## src/rtl/stopwatch_pkg.sv

```systemverilog
// Shared constants and types for the stopwatch button-control slice.
// The clock frequency here also sets the top level's divider parameters.
package stopwatch_pkg;

    localparam int unsigned SYS_CLK_HZ       = 50_000_000;
    localparam int unsigned DEB_CNT_DEFAULT  = SYS_CLK_HZ / 100;  // 10 ms
    localparam int unsigned LONG_CNT_DEFAULT = SYS_CLK_HZ;        // 1 s

    typedef enum logic [1:0] {
        IDLE  = 2'd0,
        PRESS = 2'd1,
        LONG  = 2'd2
    } lap_state_t;

endpackage

```

## src/rtl/stopwatch_btn_ctrl_if.sv

```systemverilog
// Button inputs and clean control outputs of the stopwatch control stage.
// The board side (master) drives the buttons; the control block (slave) drives the controls.
interface stopwatch_btn_ctrl_if;

    logic btn_ss;
    logic btn_lap;
    logic run;
    logic ss_pulse;
    logic clr;
    logic lap_hold;

    modport master (
        output btn_ss, btn_lap,
        input  run, ss_pulse, clr, lap_hold
    );

    modport slave (
        input  btn_ss, btn_lap,
        output run, ss_pulse, clr, lap_hold
    );

endinterface

```

## src/rtl/btn_debounce.sv

```systemverilog
// Two-flop synchroniser and consecutive-sample debounce for one raw button.
// Emits the accepted level together with one-cycle rise/fall pulses.
module btn_debounce
    import stopwatch_pkg::*;
#(
    parameter int unsigned DEB_CNT = DEB_CNT_DEFAULT
) (
    input  logic clk,
    input  logic rst,
    input  logic raw,
    output logic stable,
    output logic rise,
    output logic fall
);

    localparam int CW = $clog2(DEB_CNT + 1);
    localparam logic [CW-1:0] CNT_LAST = CW'(DEB_CNT - 1);

    logic [1:0]    sync_reg;
    logic          stable_reg;
    logic          rise_reg;
    logic          fall_reg;
    logic [CW-1:0] cnt_reg;

    always_ff @(posedge clk or negedge rst) begin
        if (!rst) begin
            sync_reg   <= '0;
            stable_reg <= 1'b0;
            rise_reg   <= 1'b0;
            fall_reg   <= 1'b0;
            cnt_reg    <= '0;
        end else begin
            sync_reg <= {sync_reg[0], raw};
            rise_reg <= 1'b0;
            fall_reg <= 1'b0;
            if (sync_reg[1] == stable_reg) begin
                cnt_reg <= '0;
            end else if (cnt_reg == CNT_LAST) begin
                // Edge pulses are registered alongside the level so both appear together.
                stable_reg <= sync_reg[1];
                rise_reg   <= sync_reg[1];
                fall_reg   <= !sync_reg[1];
                cnt_reg    <= '0;
            end else begin
                cnt_reg <= cnt_reg + CW'(1);
            end
        end
    end

    assign stable = stable_reg;
    assign rise   = rise_reg;
    assign fall   = fall_reg;

endmodule

```

## src/rtl/stopwatch_btn_ctrl.sv

```systemverilog
// Stopwatch control: debounced start/stop toggles run; lap button drives lap-hold and long-press clear.
// Define STOPWATCH_LAP_EN for lap-hold behaviour; without it only the long-press clear remains.
module stopwatch_btn_ctrl
    import stopwatch_pkg::*;
#(
    parameter int unsigned DEB_CNT  = DEB_CNT_DEFAULT,
    parameter int unsigned LONG_CNT = LONG_CNT_DEFAULT
) (
    input logic                 clk,
    input logic                 rst,
    stopwatch_btn_ctrl_if.slave bus
);

    localparam int HW = $clog2(LONG_CNT + 1);
    localparam logic [HW-1:0] HOLD_LAST = HW'(LONG_CNT - 1);
    localparam logic [HW-1:0] HOLD_MAX  = HW'(LONG_CNT);

    // Index 0 is start/stop, index 1 is lap/clear.
    logic [1:0] raw;
    logic [1:0] stable;
    logic [1:0] rise;
    logic [1:0] fall;

    assign raw = {bus.btn_lap, bus.btn_ss};

    genvar gi;
    generate
        for (gi = 0; gi < 2; gi++) begin : g_btn
            btn_debounce #(
                .DEB_CNT(DEB_CNT)
            ) u_deb (
                .clk   (clk),
                .rst   (rst),
                .raw   (raw[gi]),
                .stable(stable[gi]),
                .rise  (rise[gi]),
                .fall  (fall[gi])
            );
        end
    endgenerate

    // Levels and the start/stop release are intentionally not used by the control logic.
    logic unused_levels;
    assign unused_levels = ^{stable, fall[0]};

    lap_state_t    state_reg;
    logic [HW-1:0] hold_cnt_reg;
    logic          run_reg;
    logic          ss_pulse_reg;
    logic          clr_reg;
`ifdef STOPWATCH_LAP_EN
    logic          lap_hold_reg;
`endif

    // Lap decisions read run_reg before this cycle's toggle takes effect.
    always_ff @(posedge clk or negedge rst) begin
        if (!rst) begin
            state_reg    <= IDLE;
            hold_cnt_reg <= '0;
            run_reg      <= 1'b0;
            ss_pulse_reg <= 1'b0;
            clr_reg      <= 1'b0;
`ifdef STOPWATCH_LAP_EN
            lap_hold_reg <= 1'b0;
`endif
        end else begin
            ss_pulse_reg <= 1'b0;
            clr_reg      <= 1'b0;
            if (rise[0]) begin
                run_reg      <= !run_reg;
                ss_pulse_reg <= 1'b1;
            end
            case (state_reg)
                IDLE: begin
                    if (rise[1]) begin
                        state_reg    <= PRESS;
                        hold_cnt_reg <= '0;
                    end
                end
                PRESS: begin
                    if (fall[1]) begin
                        state_reg <= IDLE;
`ifdef STOPWATCH_LAP_EN
                        if (run_reg) begin
                            lap_hold_reg <= !lap_hold_reg;
                        end else begin
                            lap_hold_reg <= 1'b0;
                        end
`endif
                    end else if (hold_cnt_reg == HOLD_LAST) begin
                        state_reg    <= LONG;
                        hold_cnt_reg <= HOLD_MAX;
                        if (!run_reg) begin
                            clr_reg <= 1'b1;
`ifdef STOPWATCH_LAP_EN
                            lap_hold_reg <= 1'b0;
`endif
                        end
                    end else begin
                        hold_cnt_reg <= hold_cnt_reg + HW'(1);
                    end
                end
                LONG: begin
                    if (fall[1]) begin
                        state_reg <= IDLE;
                    end
                end
                default: state_reg <= IDLE;
            endcase
        end
    end

    assign bus.run      = run_reg;
    assign bus.ss_pulse = ss_pulse_reg;
    assign bus.clr      = clr_reg;
`ifdef STOPWATCH_LAP_EN
    assign bus.lap_hold = lap_hold_reg;
`else
    assign bus.lap_hold = 1'b0;
`endif

endmodule
```

## src/flat_wrapper.sv

```systemverilog
// flat-port wrapper written by rule: the top's interface ports become plain ports
module stopwatch_btn_ctrl_flat import stopwatch_pkg::*;
#(
    parameter int unsigned DEB_CNT  = DEB_CNT_DEFAULT,
    parameter int unsigned LONG_CNT = LONG_CNT_DEFAULT
)
  (clk, rst, bus_btn_ss, bus_btn_lap, bus_run, bus_ss_pulse, bus_clr, bus_lap_hold);
  stopwatch_btn_ctrl_if bus_i ();
  input logic clk;
  input logic rst;
  input wire logic [$bits(bus_i.btn_ss)-1:0] bus_btn_ss;
  input wire logic [$bits(bus_i.btn_lap)-1:0] bus_btn_lap;
  output wire logic [$bits(bus_i.run)-1:0] bus_run;
  output wire logic [$bits(bus_i.ss_pulse)-1:0] bus_ss_pulse;
  output wire logic [$bits(bus_i.clr)-1:0] bus_clr;
  output wire logic [$bits(bus_i.lap_hold)-1:0] bus_lap_hold;
  assign bus_i.btn_ss = bus_btn_ss;
  assign bus_i.btn_lap = bus_btn_lap;
  assign bus_run = bus_i.run;
  assign bus_ss_pulse = bus_i.ss_pulse;
  assign bus_clr = bus_i.clr;
  assign bus_lap_hold = bus_i.lap_hold;
  stopwatch_btn_ctrl #(.DEB_CNT(DEB_CNT), .LONG_CNT(LONG_CNT)) u_core (.clk(clk), .rst(rst), .bus(bus_i));
endmodule
```

## config.mk

```make
export PLATFORM = sky130hd
export DESIGN_NAME = stopwatch_btn_ctrl_flat
export DESIGN_NICKNAME = d
export VERILOG_FILES = /design/src/rtl/stopwatch_pkg.sv /design/src/rtl/stopwatch_btn_ctrl_if.sv /design/src/rtl/btn_debounce.sv /design/src/rtl/stopwatch_btn_ctrl.sv /design/src/flat_wrapper.sv
export SDC_FILE = /design/constraint.sdc
export NUM_CORES = 1
export LEC_CHECK = 0
export CORE_ASPECT_RATIO = 0.5
export CORE_UTILIZATION = 60
export DETAILED_ROUTE_END_ITERATION = 16
export GPL_ROUTABILITY_DRIVEN = 0
export PLACE_DENSITY = 0.85
export SYNTH_ARGS = -nofsm -noshare
export SYNTH_HDL_FRONTEND = slang
export SYNTH_HIERARCHICAL = 1
export SYNTH_SLANG_ARGS = --single-unit
```

## constraint.sdc

```tcl
create_clock -name clk -period 2.65 [get_ports clk]
set_clock_uncertainty 0.2 [all_clocks]
set_input_delay 0.265 -clock clk [delete_from_list [all_inputs] [get_ports clk]]
set_output_delay 0.265 -clock clk [all_outputs]
set_load 0.02 [all_outputs]
```

## After elaboration in Yosys (flattened, before gate mapping)

Cells that the tools add are included.

- Bits in registers: 78
- Latch bits: 0
- RAM bits: 0
- Bits in read-only memories: 0
- Input bits: 4
- Output and inout bits: 4
- Word-level logic and storage cells: 62
- Memories kept: 0

- Add/sub/neg operators: 3
- Multiply operators: 0
- Divide/modulo/power cells: 0
- Magnitude comparators: 0
- Eq/ne operators: 11
- Shifts and indexed selects: 0
- Multiplexer cells: 24
- Bitwise logic cells: 2
- Reduce and logical (&&, ||, !) cells: 8

Operators by type and width:

| operator | number |
|---|---|
| 26-bit two-way mux | 3 |
| 19-bit two-way mux | 4 |
| 26-bit case mux with 2 select lines | 1 |
| 19-bit by 1-bit adder with 19-bit output, second input constant | 2 |
| 19-bit equality test, second input constant | 2 |
| 26-bit by 1-bit adder with 26-bit output, second input constant | 1 |
| 26-bit equality test, second input constant | 1 |
| 1-bit two-way mux | 11 |
| 2-bit two-way mux | 4 |
| 2-bit != test, second input constant | 3 |
| 2-bit case mux with 3 select lines | 1 |
| 3-bit AND reduction | 2 |
| 2-bit AND reduction | 2 |
| 3-bit by 2-bit != test with 1-bit output, second input constant | 1 |
| 1-bit equality test | 2 |
| 2-bit by 1-bit equality test with 1-bit output, second input constant | 1 |
| 2-bit equality test, second input constant | 1 |
| 1-bit logical NOT | 2 |
| 2-bit logical NOT | 1 |
| 1-bit inverter | 2 |
| 2-bit nonzero test | 1 |

## Logic depth before layout (Yosys ltp)

- Word-level depth: 4
- Depth in mapped cells: 7
- Gate-level depth less buffers: 6

## Cells and area by module

The synthesis kept the hierarchy.

Modules (own cells, without submodules):

| module | times used | cells an instance | area an instance (µm²) |
|---|---|---|---|
| btn_debounce | 2 | 112 | 1151.1 |
| stopwatch_btn_ctrl | 1 | 219 | 1844.3 |

## Worst setup path before layout

No wires, ideal clock.

- Path kind: flip-flop to flip-flop
- From: reg u_core.hold_cnt_reg[16]
- To: reg u_core.hold_cnt_reg[0]
- Setup time: 125 ps
- Arrival: 1825 ps
- Data required time: 2325 ps
- Slack: 501 ps
- Cell stages (with the launch flop): 7
- Buffers on the path: 2
- Clock period less this slack: 2149 ps
- Path through: dfrtp_1 > buf_6 > or4_4 > nor4_4 > a21oi_2 > buf_6 > mux2_2

- Word-level cells in the longest chain between the ends: 4

Ends and longest elaborated chain:

| element | RTL line | RTL |
|---|---|---|
| from (decl) | stopwatch_btn_ctrl.sv:47 | `logic [HW-1:0] hold_cnt_reg;` |
| from (signal assigned) | stopwatch_btn_ctrl.sv:100 | `hold_cnt_reg <= hold_cnt_reg + HW'(1);` |
| 26-bit equality test | stopwatch_btn_ctrl.sv:90 | `end else if (hold_cnt_reg == HOLD_LAST) begin` |
| 26-bit two-way mux | stopwatch_btn_ctrl.sv:90 |  |
| 26-bit two-way mux | stopwatch_btn_ctrl.sv:81 | `if (fall[1]) begin` |
| 26-bit case mux with 2 select lines | stopwatch_btn_ctrl.sv:73 | `case (state_reg)` |

Every way passes these cells. The select of a mux whose other input is x is not followed.
A chain may end at the register's enable or synchronous reset.

## Worst setup path in the final report

- From: reg u_core.hold_cnt_reg[0]
- To: reg u_core.hold_cnt_reg[22]

- Word-level cells in the longest chain between the ends: 4

Ends and longest elaborated chain:

| element | RTL line |
|---|---|
| 26-bit by 1-bit adder with 26-bit output / 26-bit equality test (equally long branches) | stopwatch_btn_ctrl.sv:100, stopwatch_btn_ctrl.sv:90 |
| 26-bit two-way mux * | stopwatch_btn_ctrl.sv:90 |
| 26-bit two-way mux * | stopwatch_btn_ctrl.sv:81 |
| 26-bit case mux with 2 select lines * | stopwatch_btn_ctrl.sv:73 |

Every way passes the cells marked *; elsewhere a longest branch is shown, timed or not. The select of a mux whose other input is x is not followed.

==> results.yml <==
outcome:
  status: "complete, no violations"
floorplanning:
  start_util_pct: 65.0
  dieArea_um2: 7210
  core_um2: 6330
  io_pins: 8
  num_rows: 20
  fp.dieH_um: 60.6
  fp.dieW_um: 119
critical_path:
  crit_path_end_kind: "register"
  cp_max_fo: 6
  start_kind: "register"
  cp.required_ps: 2660
  path_class: "register to register"
  crit_arrival_ps: 2370
final_layout:
  fill_cells: 437
  final_area_um2: 4560
  syn_to_final_growth_pct: 10.8
  layout-drive-gt1-share_pct: 9.67
  fin_nets: 457
  multi_input_area_um2: 2030
  fin_util_pct: 72.0
  layout.area.seq_um2: 1950
  final_cell_count_no_fill: 543
  insertedDiodeCount: 0
  largest_reg_flops: 38
logic_synthesis:
  syn_nets: 448
  syn_area_um2: 4110
  syn_avg_cell_area_um2: 9.33
  ys_warn_count: 6
  post_synth_inst_count: 441
global_routing:
  grt_first_pass_wirelength_um: 15300
  grt_pass1_vias: 3243
  overflow: 0
  grt_util_all_layers_pct: 27.9
  grt_antenna_before_repair: 0
  grt_max_degree: 79
route:
  ant_nets: 0
  viasPerCell: 6.36
  routed_wl_um: 9200
  dr.pass1.iters: 5
  post_drt_wl_per_cell_um: 16.9
  drc: 0
  drt-initial-drc-count: 359
  vias: 3452
sta:
  fmax_mhz: 423
  relSlewSlack_pct: 36.3
  drv_slew: 0
  setup_violations: 0
  period_share_pct: 89.1
  fin_tns_setup_ps: 0
  finalCriticalPeriod_ps: 2360
  tightest_slew_ps: 956
  rsz0062_at_grt: "no"
  hold_viol_final: 0
  fin_ws_ps: 288
placed_design:
  pre_cts_ws_ps: 329
  place_area_um2: 4260
  dp_cells: 526
  portBuffers: 6
  dp_hpwl_um: 5970
clock_network:
  cts_max_path_buffers: 2
  htree_levels: 3
  cts_resized: 0
  cts_buffers: 9
  clock-sinks: 78
  clock-root-buffer: "clkbuf_16"
  cts.clk_slew.worst_paths_ps: 60
  clk_latency_ps: 340
  cts_tree: "done"
pwr:
  ir_drop_uv: 440
  powerDensity_nw_per_um2: 546
  p_leak_nw: 1.78
job:
  cap_violations: 0
hold_path:
  hp-class: "register to register"
[report_power, final]
part           leakage (nW)  internal (mW)  total (mW)  switching (mW)
clock                 0.136          0.731        1.22           0.484
combinational         0.564         0.0178      0.0599          0.0420
sequential             1.08           1.20        1.22          0.0149
total                  1.78           1.95        2.49           0.541
[metrics by stage]
stage / hold slack [ps] / power (mW)
after global placement: 134 / 1.29
final: 151 / 2.49
after floorplan: -231 / 1.26
after CTS: 152 / 2.52
after global routing: 159 / 2.56
after detailed placement: 142 / 1.30
[placed cells by master (no fill, tap or decap), types with 6 or more instances in the layout]
cell,n
or3_1,6
nor2_1,50
nor3_1,16
inv_1,12
xor2_1,9
a31oi_1,11
nor4_1,12
a21oi_1,19
o21ai_0,24
nand3_1,27
buf_4,10
dfrtp_1,78
clkbuf_16,9
xnor2_1,24
and3_1,6
nand4_1,26
nand2_1,38
[layer usage]
layer	track usage, %	part of all wire [%]	vias up
li1	-	-	1620
met1	36.6	45	1678
met2	45.8	46	132
met3	6.86	6.1	22
met4	12.1	2.1	0
met5	0	0	-
[final timing paths]
| path | startpoint | to | slack [ps] | depth (start not counted) |
|---|---|---|---|---|
| worst max-delay path | u_core/hold_cnt_reg[0]$_DFFE_PN0P_ | u_core/hold_cnt_reg[22]$_DFFE_PN0P_ | 290 | 6 |
| worst min-delay path | u_core/g_btn[0].u_deb/sync_reg[0]$_DFF_PN0_ | u_core/g_btn[0].u_deb/sync_reg[1]$_DFF_PN0_ | 150 | 0 |
| worst max register to register | u_core/hold_cnt_reg[0]$_DFFE_PN0P_ | u_core/hold_cnt_reg[22]$_DFFE_PN0P_ | 290 | 6 |
| worst min register to register | u_core/g_btn[0].u_deb/sync_reg[0]$_DFF_PN0_ | u_core/g_btn[0].u_deb/sync_reg[1]$_DFF_PN0_ | 150 | 0 |
| max in group asynchronous | rst | u_core/hold_cnt_reg[23]$_DFFE_PN0P_ | 1210 | 2 |
| min in group asynchronous | rst | u_core/g_btn[1].u_deb/cnt_reg[12]$_DFF_PN0_ | 430 | 2 |
[worst max-delay path, stage by stage (launching register included)]
cell       delay (ps)
dfrtp_1           410
ha_1              240
nand3_2           190
or4_1             690
nor3_1            260
o21ai_0           110
o2bb2ai_1         140
[final cells by class]
class                      instances  area share, %
multi-input combinational        333           44.4
sequential                        78           42.8
clock buffer                      11           5.10
timing repair buffer              16           2.96
tap                               88           2.41
clock inverter                     5           1.29
inverter                          12          0.988
[what timing repair did]
item / CTS / global route
buffers inserted: 0 / 0
setup endpoints to repair: 0 / 0
hold buffers: 1 / 0
hold endpoints to repair: 78 / 0
(Power assumes the default switching activity.)
